**src/rtl/acc_delta_decoder_if.sv**
```systemverilog
// rtl/acc_delta_decoder_if.sv - running-sum input and delta output handshake bundle
interface acc_delta_decoder_if #(
    parameter int WIDTH = 6,
    parameter int CNT_W = 5
);
    logic             in_valid;
    logic             in_ready;
    logic [WIDTH-1:0] in_data;
    logic             out_valid;
    logic             out_ready;
    logic [WIDTH-1:0] out_delta;
    logic [CNT_W-1:0] out_index;

    modport master (
        output in_valid, in_data, out_ready,
        input  in_ready, out_valid, out_delta, out_index
    );

    modport slave (
        input  in_valid, in_data, out_ready,
        output in_ready, out_valid, out_delta, out_index
    );
endinterface

```
**src/rtl/acc_delta_decoder.sv**
```systemverilog
// rtl/acc_delta_decoder.sv - recovers per-step increments from a framed running-sum stream
module acc_delta_decoder #(
    parameter int WIDTH       = 6,
    parameter int NUM_SAMPLES = 16,
    parameter int CNT_W       = 5
) (
    input  logic                 clk,
    input  logic                 reset,
    input  logic                 start,
    acc_delta_decoder_if.slave   bus,
    output logic                 err_dec,
    output logic                 busy,
    output logic                 done
);
    typedef enum logic [1:0] {IDLE, RUN, DRAIN, DONE} state_t;

    state_t           state, state_next;
    logic [WIDTH-1:0] prev;
    logic [CNT_W-1:0] count;
    logic             valid_q;
    logic [WIDTH-1:0] delta_q;
    logic [CNT_W-1:0] index_q;
    logic             in_ready;
    logic             accept;
    logic             consume;
    logic             start_run;
    logic             last_word;

    // Ready depends only on state and the output slot, never on in_valid.
    assign in_ready  = (state == RUN) && (!valid_q || bus.out_ready);
    assign accept    = bus.in_valid && in_ready;
    assign consume   = valid_q && bus.out_ready;
    assign start_run = start && ((state == IDLE) || (state == DONE));
    assign last_word = (count == CNT_W'(NUM_SAMPLES - 1));

    assign bus.in_ready  = in_ready;
    assign bus.out_valid = valid_q;
    assign bus.out_delta = delta_q;
    assign bus.out_index = index_q;
    assign busy          = (state == RUN) || (state == DRAIN);
    assign done          = (state == DONE);

    always_ff @(posedge clk) begin
        if (reset) begin
            state <= IDLE;
        end else begin
            state <= state_next;
        end
    end

    always_comb begin
        state_next = state;
        case (state)
            IDLE:    if (start) state_next = RUN;
            RUN:     if (accept && last_word) state_next = DRAIN;
            DRAIN:   if (!valid_q || consume) state_next = DONE;
            DONE:    if (start) state_next = RUN;
            default: state_next = IDLE;
        endcase
    end

    always_ff @(posedge clk) begin
        if (reset) begin
            prev    <= '0;
            count   <= '0;
            err_dec <= 1'b0;
            valid_q <= 1'b0;
            delta_q <= '0;
            index_q <= '0;
        end else begin
            if (start_run) begin
                prev    <= '0;
                count   <= '0;
                err_dec <= 1'b0;
            end
            if (accept) begin
                // Subtraction wraps modulo 2^WIDTH even when the sequence decreases.
                delta_q <= bus.in_data - prev;
                index_q <= count;
                prev    <= bus.in_data;
                count   <= count + CNT_W'(1);
                err_dec <= err_dec | (bus.in_data < prev);
                valid_q <= 1'b1;
            end else if (consume) begin
                valid_q <= 1'b0;
            end
        end
    end
endmodule

```
**src/flat_wrapper.sv**
```systemverilog
// flat-port wrapper written by rule: the top's interface ports become plain ports
module acc_delta_decoder_flat 
#(
    parameter int WIDTH       = 6,
    parameter int NUM_SAMPLES = 16,
    parameter int CNT_W       = 5
)
  (clk, reset, start, err_dec, busy, done, bus_in_valid, bus_in_data, bus_out_ready, bus_in_ready, bus_out_valid, bus_out_delta, bus_out_index);
  acc_delta_decoder_if #(.WIDTH(WIDTH), .CNT_W(CNT_W)) bus_i ();
  input  logic clk;
  input  logic reset;
  input  logic start;
  output logic err_dec;
  output logic busy;
  output logic done;
  input wire logic [$bits(bus_i.in_valid)-1:0] bus_in_valid;
  input wire logic [$bits(bus_i.in_data)-1:0] bus_in_data;
  input wire logic [$bits(bus_i.out_ready)-1:0] bus_out_ready;
  output wire logic [$bits(bus_i.in_ready)-1:0] bus_in_ready;
  output wire logic [$bits(bus_i.out_valid)-1:0] bus_out_valid;
  output wire logic [$bits(bus_i.out_delta)-1:0] bus_out_delta;
  output wire logic [$bits(bus_i.out_index)-1:0] bus_out_index;
  assign bus_i.in_valid = bus_in_valid;
  assign bus_i.in_data = bus_in_data;
  assign bus_i.out_ready = bus_out_ready;
  assign bus_in_ready = bus_i.in_ready;
  assign bus_out_valid = bus_i.out_valid;
  assign bus_out_delta = bus_i.out_delta;
  assign bus_out_index = bus_i.out_index;
  acc_delta_decoder #(.WIDTH(WIDTH), .NUM_SAMPLES(NUM_SAMPLES), .CNT_W(CNT_W)) u_core (.clk(clk), .reset(reset), .start(start), .bus(bus_i), .err_dec(err_dec), .busy(busy), .done(done));
endmodule
```
**config.mk**
```make
export PLATFORM = sky130hd
export DESIGN_NAME = acc_delta_decoder_flat
export DESIGN_NICKNAME = d
export VERILOG_FILES = /design/src/rtl/acc_delta_decoder_if.sv /design/src/rtl/acc_delta_decoder.sv /design/src/flat_wrapper.sv
export SDC_FILE = /design/constraint.sdc
export NUM_CORES = 1
export LEC_CHECK = 0
export BUFFER_PORTS_ARGS = -buffer_cell sky130_fd_sc_hd__buf_2
export CAP_MARGIN = 10
export CORE_MARGIN = 8
export CORE_UTILIZATION = 41
export DETAILED_ROUTE_END_ITERATION = 10
export PLACE_DENSITY = 0.61
export REMOVE_ABC_BUFFERS = 1
export SKIP_LAST_GASP = 1
export SLEW_MARGIN = 20
export SYNTH_ARGS = -nofsm -noshare
export SYNTH_HDL_FRONTEND = slang
export SYNTH_SLANG_ARGS = --single-unit
export TNS_END_PERCENT = 20
```
**constraint.sdc**
```tcl
create_clock -name clk -period 4.8 [get_ports clk]
set_input_delay 0 -clock clk [delete_from_list [all_inputs] [get_ports clk]]
set_output_delay 0 -clock clk [all_outputs]
set_load 0.02 [all_outputs]
```
After elaboration in Yosys (flattened, before gate mapping)
Index checks and enable logic that the tools add are counted.
Widths: inputs -> output; s select.

cells by class
  order comparisons = 1
  equality and inequality tests = 7
  $add $sub $neg = 2
  bitwise operators = 1
  reductions and logical operators = 15
  multiply operators = 0
  divide/modulo/power cells = 0
  shift operators = 0
  muxes and demuxes = 12

operator list
  cell                 number
  $mux 6               2
  $mux 5               2
  $lt 6x6->1           1
  $mux 2               3
  $pmux 2 s3           1
  $sub 6x6->6          1
  $add 5x1->5 const B  1
  $eq 5x4->1 const B   1
  $logic_and 1x1->1    5
  $eq 2x2->1 const B   2
  $logic_or 1x1->1     4
  $mux 1               4
  $ne 2x2->1 const B   2
  $reduce_bool 2->1    2
  $reduce_and 3->1     1
  $eq 2x1->1 const B   1
  $logic_not 2->1      1
  $ne 2x1->1 const B   1
  $reduce_or 2->1      1
  $logic_not 1->1      1
  $or 1x1->1           1

storage, ports and cells
  bits of input ports = 11
  latch bits = 0
  bits in read-only memories = 0
  bits in writable memories = 0
  register bits = 26
  output and inout bits = 16
  memories kept = 0
  logic and storage cells = 45

Depth between registers and ports, before layout
Gate-level depths: netlist (run 1).

  word-level depth = 7
  mapped depth = 8

Worst setup path after synthesis (run 1)
No wires, ideal clock.

  kind = register to register
  from = register u_core.prev[0]
  to = register u_core.delta_q[4] (netlist: u_core.bus.out_delta[4])
  data arrival time = 1.485 ns
  stages on the path, launching flop included = 8
  period minus slack after synthesis = 1.543 ns
  setup slack = 3.257 ns
  path through = dfxtp_1 > ha_1 > inv_1 > fa_1 > a21oi_1 > o21bai_1 > nor4b_1 > a211o_1

on the way
  word-level cells in the longest chain between the ends = 1

RTL lines
  item                    RTL line                 RTL
  start, declared         acc_delta_decoder.sv:18  logic [WIDTH-1:0] prev;
  start signal, assigned  acc_delta_decoder.sv:80  prev <= bus.in_data;
  $sub 6x6->6             acc_delta_decoder.sv:78  delta_q <= bus.in_data - prev;
  end signal, assigned    acc_delta_decoder.sv:78
  end, declared           acc_delta_decoder.sv:21  logic [WIDTH-1:0] delta_q;

No other way between the ends.
A chain may end at the register's enable or synchronous reset.

Worst setup path in the final report (run 1)
  from = register u_core.state[1]
  to = register u_core.delta_q[3] (netlist: u_core.bus.out_delta[3])

on the way
  word-level cells in the longest chain between the ends = 3

RTL lines
  item                    RTL line                 RTL
  start, declared         acc_delta_decoder.sv:17  state_t state, state_next;
  start signal, assigned  acc_delta_decoder.sv:47  state <= state_next;
  $eq 2x1->1              acc_delta_decoder.sv:30  assign in_ready = (state == RUN) && (!valid_q || bus.out_ready);
  $logic_and 1x1->1       acc_delta_decoder.sv:30
  $logic_and 1x1->1       acc_delta_decoder.sv:31  assign accept = bus.in_valid && in_ready;

No other way between the ends.

==> results.tsv, run 1 <==
metric	value	unit
status	finished, final reports clean	
Via density	5.17	
reg2reg setup slack	2.81	ns
drt first pass iters	4	
WS Path Type	flop to flop	
worst slew pin tran	0.998	ns
antenna-violating nets left	0	
GRT Residual Overflow	0	
adder-cell area share of the yosys netlist	0.118	
critical path fanouts, max	24	
r2r endpoint	u_core.bus.out_delta[3]	
port bufs	26	
synthesized area per cell	8.70	sq um
Max Freq	502	MHz
Cell variety after synth	41	
startpoint types	flop	
core area	0.00308	sq mm
multiplexer share of the synthesized area	0.00747	
worst skew pair latency	0.31	ns
largest net degree at the start of global routing	34	
total wire length	2860	microns
Initial DRC Count	51	
# nets final	207	
GPL Wtd Cong	0.770	
Power Density	395	mW/mm^2
Lkg Pwr	0.665	nW
number of max-cap violations	0	
setup violators final	0	
initial cell density of the core	0.435	
CP max stage delay	0.74	ns
Final min period	1.99	ns
hold wc startpoint	start	
area grow syn2layout	19.0	%
Final Power	0.630	mW
IO Pins	27	
compound-cell area share of the yosys netlist	0.204	
Worst Hold End	u_core.err_dec	
Tot GR Track Use	0.106	
crit end category	flop	
RSZ-0062 raised after global routing	false	
die height	73.2	microns
reg2reg path depth	5	
Synth Warn #	0	
vias post-DR	1173	
Slew Viols, Final	0	
share of cells above drive strength 1	0.180	
Top delay family on crit path	simple AND/OR/NAND/NOR gates	
Gate Count Post-Synth	154	
Post-synth EDFFs	0	
antenna diode count	0	
placed instance count	216	
max_slew headroom	0.335	
main combinational cell family by area after synthesis	compound AO/OA/AOI/OAI gates	
class of the worst hold path	input port to flop	
Post-synth ARST share	0	
CP required	5.02	ns
Clock Sinks	26	
clock skew	0.00772	ns
cell chain of the critical path	inv_1 -> ha_1 -> and3_1 -> nor3b_1 -> a311o_1	
Worst R2R Start	u_core.state[1]	
xor/xnor share of the synthesized area	0.00654	
clock slew at reported path FFs	0.14	ns
setup TNS	0	ns
CTS buffer count	3	
Hold Path Cell Cnt	3	
initial antenna violation count	0	
Period Utilization, post-route	0.415	
post-synthesis register bit count	26	
Post-synth top flop	dfxtp_1	
final hold vios	0	
first-pass GRT wire length	4660	microns
sequential area share after synthesis	0.388	
die width	73.2	microns
synthesized area	0.00134	sq mm
drt drc	0	
CP max-delay cell	and3_1	
Root Driver	clkbuf_4	
buffer depth of the longest clock path	2	
H-tree Lvls	1	
Max VDD drop	223	uV
vias in the first global route	1114	
CTS tree	yes	
Synth Area in Simple Gates	0.194	
Worst Path Buf+Inv	1	
critical path arrival	2.21	ns
Wirelength per Cell	12.6	microns
DIE AREA	0.00535	sq mm
# rows	20	
HPWL Detailed	2090	microns
Finished Layout Cells	227	
Critical Path Source	u_core.state[1]	
# resized after CTS	0	
==> state kept, by name (all words and copies together) (netlist names) <==
register / count
u_core.bus.out_delta: 6
u_core.prev: 6
u_core.bus.out_index: 5
u_core.count: 5
u_core.state: 2
u_core.bus.out_valid: 1
u_core.err_dec: 1
==> synthesized netlist by cell type (3+ instances only) <==
cell | instances | share of area
ha_1 | 11 | 0.10
buf_2 | 3 | 0.011
a21oi_1 | 14 | 0.052
a211oi_1 | 4 | 0.022
and3_1 | 3 | 0.014
a22oi_1 | 7 | 0.039
o21ai_0 | 4 | 0.015
nor3b_1 | 3 | 0.017
nand2_1 | 15 | 0.042
nor2_1 | 13 | 0.036
dfxtp_1 | 26 | 0.39
inv_1 | 15 | 0.042
==> stage by stage <==
step	cell area, sq um	setup WS, ns	hold WS [ns]	util
finish	1600	2.81	0.0106	0.518
detailed placement	1470	2.81	0.279	0.478
CTS	1600	2.79	0.000470	0.518
global route	1600	2.62	0.0264	0.518
global placement	1470	2.92	0.273	0.478
floorplan	1290	3.13	0.0691	-
==> cells by family (layout without fill, tap and decap cells) <==
logic type / after synthesis / in the layout
AND/OR/NAND/NOR: 50 / 50
AO/OA/AOI/OAI: 41 / 41
flip-flops: 26 / 26
buffers and inverters: 23 / 52
adder cells (fa/ha/maj): 12 / 12
XOR/XNOR: 1 / 1
multiplexers: 1 / 1
==> worst max path at each step <==
stage,endpoint,slack (ns),cells past startpoint
3_3_place_gp,u_core.bus.out_delta[3],2.92,4
5_1_grt,u_core.bus.out_delta[3],2.62,5
3_5_place_dp,u_core.bus.out_delta[3],2.81,4
4_1_cts,u_core.bus.out_delta[3],2.79,4
2_1_floorplan,u_core.bus.out_delta[3],3.13,4
6_report,u_core.bus.out_delta[3],2.81,5
==> layout by cell type, fill, tap and decap left out, types with 2 or more instances in the layout <==
master / synthesis / final
a31oi_1: 2 / 2
nand3_1: 2 / 2
a22oi_1: 7 / 7
clkbuf_4: 0 / 3
or3_1: 2 / 2
dlygate4sd3_1: 0 / 7
nor3b_1: 3 / 3
dfxtp_1: 26 / 26
nor2_1: 13 / 13
nand4_1: 2 / 2
a21oi_1: 14 / 14
o21ai_0: 4 / 4
nand2_1: 15 / 15
buf_2: 3 / 26
and3_1: 3 / 3
ha_1: 11 / 11
inv_1: 15 / 15
a211oi_1: 4 / 4
nor3_1: 2 / 2
==> layer usage <==
metal | track usage | wire length (microns) | vias to the layer above
met3 | 0.0288 | 155 | 2
met4 | 0.0400 | 18 | 0
met2 | 0.188 | 1350 | 20
met1 | 0.116 | 1330 | 549
li1 | - | - | 602
met5 | 0 | 0 | -
==> timing repair <==
action	4_1_cts	5_1_grt
hold buffers	7	0
endpoints found under the setup margin	0	0
setup buffers	0	0
hold endpoints to repair	7	0
==> power by group <==
| group | leakage, nW | total (mW) | switching [mW] | internal, mW |
|---|---|---|---|---|
| logic | 0.426 | 0.223 | 0.139 | 0.0839 |
| clock network | 0.0279 | 0.149 | 0.0642 | 0.0844 |
| registers | 0.211 | 0.258 | 0.0169 | 0.241 |
| total | 0.665 | 0.630 | 0.221 | 0.409 |
==> layout make-up <==
cell class                      instances  area (sq um)
Fill cell                             325          1480
Multi-Input combinational cell        105           711
Sequential cell                        26           520
Timing Repair Buffer                   33           200
Inverter                               15          56.3
Tap cell                               44          55.1
Clock inverter                          1          30.0
Clock buffer                            3          22.5
==> tightest hold or removal path: cells and delay by family <==
family	cells	cell delay, ns
AO/OA/AOI/OAI	2	0.18
buffers and inverters	1	0.11
(Power assumes the default switching activity.)
==> run 2, diff against run 1 <==
--- a/config.mk
+++ b/config.mk
@@ -10,7 +10,7 @@
 export CORE_MARGIN = 8
 export CORE_UTILIZATION = 41
 export DETAILED_ROUTE_END_ITERATION = 10
-export PLACE_DENSITY = 0.61
+export PLACE_DENSITY = 0.64
 export REMOVE_ABC_BUFFERS = 1
 export SKIP_LAST_GASP = 1
 export SLEW_MARGIN = 20
==> constraint.sdc (replaced) <==
create_clock -name clk -period 1.7 [get_ports clk]
set_input_delay 0 -clock clk [delete_from_list [all_inputs] [get_ports clk]]
set_output_delay 0 -clock clk [all_outputs]
set_load 0.02 [all_outputs]
==> run 2 against run 1 <==
Sequential power rose to 2.8 times the previous value. Combinational power rose to 3.2 times the previous value. Flip-flop and latch count unchanged. Critical endpoint is now u_core.bus.out_delta[4]. Count of clock-buffer cells in the layout up 1. Clock power up 110%. Power rose to 2.8 times the previous value. Final area up 3.8%. Die area unchanged.
==> results.tsv, run 2 (synthesized netlist as in run 1, its figures left out) <==
metric	value	unit
area grow syn2layout	23.6	%
commonest cells after routing, fill and taps aside	buf_2 (26), dfxtp_1 (24), inv_1 (15), nand2_1 (15)	
Clock Sinks	26	
worst slew pin tran	0.572	ns
CP required	1.98	ns
Finished Layout Cells	235	
Max VDD drop	452	uV
worst skew pair latency	0.32	ns
max_slew headroom	0.619	
initial cell density of the core	0.435	
CTS tree	yes	
H-tree Lvls	1	
Period Utilization, post-route	0.966	
area of the multi-input gates	726	sq um
Wirelength per Cell	12.4	microns
largest net degree at the start of global routing	34	
RSZ-0062 raised after global routing	true	
total wire length	2910	microns
Max Freq	609	MHz
IO Pins	27	
vias post-DR	1182	
setup TNS	0	ns
commonest non-fill, non-tap cell in the layout	buf_2	
CTS buffer count	3	
sequential cell area	523	sq um
critical path fanouts, max	2	
first-pass GRT wire length	4910	microns
clock skew	0.00788	ns
drt drc	0	
drt first pass iters	6	
Power Density	1060	mW/mm^2
# rows	20	
crit end category	flop	
core area	0.00308	sq mm
antenna-violating nets left	0	
startpoint types	flop	
Initial DRC Count	68	
Placed Area	0.00153	sq mm
number of max-cap violations	0	
setup violators final	0	
HPWL Detailed	2160	microns
buffer depth of the longest clock path	2	
WS Path Type	flop to flop	
clock slew at reported path FFs	0.14	ns
GRT Residual Overflow	0	
GPL Wtd Cong	0.826	
vias in the first global route	1168	
Lkg Pwr	0.697	nW
Fillers	310	
final hold vios	0	
Via density	5.03	
antenna diode count	0	
Slew Viols, Final	0	
initial antenna violation count	0	
Root Driver	clkbuf_4	
DIE AREA	0.00535	sq mm
placed instance count	224	
die width	73.2	microns
minimum hold slack	0.0142	ns
Final min period	1.64	ns
port bufs	26	
# nets final	215	
final instance area	0.00166	sq mm
die height	73.2	microns
Tot GR Track Use	0.113	
status	finished, final reports clean	
share of cells above drive strength 1	0.246	
critical path arrival	1.92	ns
class of the worst hold path	input port to flop	
[run 2: cell types whose count changed in the layout (fill, tap and decap cells not counted), sizes merged]
cell / before / now
bufinv: 1 / 0
buf: 26 / 34
clkbuf: 3 / 4
[run 2: path summary, 6_finish.rpt]
kind / startpoint / to / slack [ns] / depth (start not counted)
min: start / u_core.err_dec / 0.01 / 3
max reg2reg: u_core.prev[0] / u_core.bus.out_delta[4] / 0.06 / 7
min reg2reg: u_core.bus.out_index[4] / u_core.bus.out_index[4] / 0.46 / 2
max: u_core.prev[0] / u_core.bus.out_delta[4] / 0.06 / 7
[run 2: repair_timing]
action                     CTS  global route
resized for setup            1             6
hold endpoints to repair     7             0
hold buffers                 7             0
setup buffers                0             0
setup endpoints to repair    1             9
pin swaps                    0             2
[run 2: per-layer routing]
metal | part of all wire | wire (microns) | vias up | GRT usage
li1 | - | - | 612 | -
met1 | 0.44 | 1280 | 546 | 0.122
met2 | 0.51 | 1470 | 22 | 0.204
met3 | 0.050 | 145 | 2 | 0.0302
met4 | 0.0048 | 14 | 0 | 0.0400
met5 | 0 | 0 | - | 0
[run 2: area by class of cell]
| class | instances | share of cell area |
|---|---|---|
| multi-input combinational | 105 | 0.438 |
| timing repair buffer | 41 | 0.157 |
| clock buffer | 4 | 0.0219 |
| sequential | 26 | 0.316 |
| inverter | 15 | 0.0340 |
| tap | 44 | 0.0332 |
[run 2: through the flow]
stage / setup WS [ns] / utilization / total power [mW]
finish: 0.0578 / 0.538 / 1.75
CTS: 0.00354 / 0.533 / 1.76
global placement: 0.0739 / 0.498 / 1.41
global route: -0.0459 / 0.538 / 1.88
floorplan: 0.0317 / - / 1.18
detailed placement: 0.0286 / 0.498 / 1.43
[run 2: critical path, cell delays in order, from the launching register on]
cell      delay, ns
dfxtp_1        0.36
ha_1           0.17
inv_1          0.05
fa_1           0.41
a21oi_2        0.16
o21bai_1       0.11
nor4b_2        0.22
a211o_1        0.13
[run 2: power breakdown]
| group | total, mW | internal [mW] | leakage (nW) | switching [mW] |
|---|---|---|---|---|
| combinational | 0.713 | 0.303 | 0.465 | 0.410 |
| sequential | 0.728 | 0.683 | 0.212 | 0.0451 |
| clock | 0.312 | 0.131 | 0.0210 | 0.181 |
==> run 3, diff against run 2 <==
--- a/config.mk
+++ b/config.mk
@@ -7,7 +7,6 @@
 export LEC_CHECK = 0
 export BUFFER_PORTS_ARGS = -buffer_cell sky130_fd_sc_hd__buf_2
 export CAP_MARGIN = 10
-export CORE_MARGIN = 8
 export CORE_UTILIZATION = 41
 export DETAILED_ROUTE_END_ITERATION = 10
 export PLACE_DENSITY = 0.64
==> run 3 against run 2 <==
Worst setup slack lost 0.029 ns. First-iteration DRC count shrank 26%. Fmax shrank 1.7%. Clock skew grew 0.0013 ns. Sequential power is essentially flat. Non-clock buffer count shrank 1. Hold slack gained 0.011 ns. Clock power grew 36%. Critical path depth is the same. Combinational power grew 6.5%. Critical endpoint is now u_core.err_dec. Largest cell class unchanged. Highest routed layer is now met3.
==> results.tsv, run 3 (synthesized netlist as in run 1, its figures left out) <==
metric	value	unit
# rows	20	
antenna diode count	0	
crit end category	flop	
final core utilization	0.553	
max_slew headroom	0.593	
clock skew	0.00922	ns
met3 usage	0.0197	
reg2reg setup slack	0.03	ns
area grow syn2layout	27.1	%
Sw Ratio	0.347	
setup violators final	0	
drt first pass iters	4	
critical path arrival	1.94	ns
worst skew pair latency	0.32	ns
Wirelength per Cell	12.0	microns
GPL Wtd Cong	0.828	
met1 global-route usage	0.229	
Power Density	1120	mW/mm^2
largest net degree at the start of global routing	34	
initial antenna violation count	0	
RSZ-0062 raised after global routing	true	
core area	0.00308	sq mm
layer with the highest usage	met2	
placed instance count	222	
Tot GR Track Use	0.177	
crit path to	u_core.err_dec	
reg2reg path depth	7	
Max VDD drop	452	uV
total wire length	2810	microns
r2r endpoint	u_core.err_dec	
class of the worst hold path	input port to flop	
clock slew at reported path FFs	0.15	ns
first-pass GRT wire length	4810	microns
Clock Sinks	26	
initial cell density of the core	0.435	
CP required	1.97	ns
Max Freq	598	MHz
Worst R2R Start	u_core.prev[0]	
final hold vios	0	
Via density	5.16	
Placed Area	0.00154	sq mm
CTS buffer count	3	
Period Utilization, post-route	0.983	
worst slew pin tran	0.610	ns
GRT Residual Overflow	0	
status	finished, final reports clean	
P_sw	0.663	mW
grt met2 use	0.320	
share of power burned in registers	0.381	
startpoint types	flop	
critical path fanouts, max	2	
drt drc	0	
DIE AREA	0.00350	sq mm
Final min period	1.67	ns
vias in the first global route	1153	
antenna-violating nets left	0	
# nets final	214	
share of cells above drive strength 1	0.263	
Critical Path Source	u_core.prev[0]	
commonest cells after routing, fill and taps aside	buf_2 (26), dfxtp_1 (23), inv_1 (15), nand2_1 (15), nor2_1 (13)	
Lkg Pwr	0.707	nW
H-tree Lvls	1	
Root Driver	clkbuf_4	
HPWL Detailed	1920	microns
port bufs	26	
die width	59.2	microns
IO Pins	27	
internal power	1.25	mW
Comb pwr share	0.397	
buffer depth of the longest clock path	2	
Finished Layout Cells	234	
Initial DRC Count	50	
number of max-cap violations	0	
die height	59.2	microns
vias post-DR	1208	
commonest non-fill, non-tap cell in the layout	buf_2	
final instance area	0.00170	sq mm
Slew Viols, Final	0	
Fillers	294	
clock power share	0.222	
WS Path Type	flop to flop	
CTS tree	yes	
[run 3: cell count changes in the layout (fill, tap and decap cells not counted), sizes merged]
cell	change
bufinv	+1
clkbuf	-1
buf	-1
[run 3: layer usage]
metal / part of all wire / vias to the layer above
li1: - / 611
met1: 0.46 / 575
met2: 0.51 / 22
met3: 0.028 / 0
met4: 0 / 0
met5: 0 / -
[run 3: area by class of cell]
type / count / area, sq um / area share
clock buffers: 3 / 22.5 / 0.0132
repair buffers: 40 / 278 / 0.163
clock inverters: 1 / 30.0 / 0.0176
flip-flops and latches: 26 / 524 / 0.308
multi-input cells: 105 / 737 / 0.433
inverters: 15 / 56.3 / 0.0331
well taps: 44 / 55.1 / 0.0323
[run 3: worst max-delay path, stage by stage (launching register included)]
cell and delay, ns:
dfxtp_2 0.36, ha_1 0.16, inv_1 0.06, fa_2 0.36
a21oi_2 0.20, o21ai_0 0.13, a211oi_1 0.23, o21a_1 0.13
[run 3: how the worst min path moves through the flow]
| stage | from | end | slack, ns | cells past startpoint |
|---|---|---|---|---|
| after floorplan | reset | u_core.bus.out_delta[1] | 0.07 | 1 |
| after global placement | bus_in_data[5] | u_core.prev[5] | 0.27 | 3 |
| after detailed placement | bus_in_data[0] | u_core.prev[0] | 0.27 | 3 |
| after CTS | start | u_core.err_dec | 0.007 | 3 |
| after global routing | start | u_core.err_dec | 0.02 | 3 |
| final | start | u_core.err_dec | 0.02 | 3 |
[run 3: power by group through the flow]
stage	clock network (mW)	logic [mW]	registers [mW]
final	0.425	0.759	0.728
after global routing	0.473	0.830	0.740
after CTS	0.444	0.737	0.727
after detailed placement	0	0.717	0.740
after global placement	0	0.704	0.734
after floorplan	0	0.399	0.776
[run 3: through the flow]
step | hold slack (ns) | total power [mW] | setup TNS, ns | setup WS, ns
global route | 0.0225 | 2.04 | -0.149 | -0.0456
detailed placement | 0.271 | 1.46 | 0 | 0.00695
global placement | 0.272 | 1.44 | 0 | 0.0825
CTS | 0.00694 | 1.91 | -0.0206 | -0.0206
finish | 0.0249 | 1.91 | 0 | 0.0290
floorplan | 0.0691 | 1.18 | 0 | 0.0317
[run 3: repair_timing]
action,in CTS,in global routing
hold endpoints to repair,7,0
resized for setup,1,10
pin swaps,0,3
buffers inserted,0,1
hold buffers,7,0
setup endpoints to repair,2,10
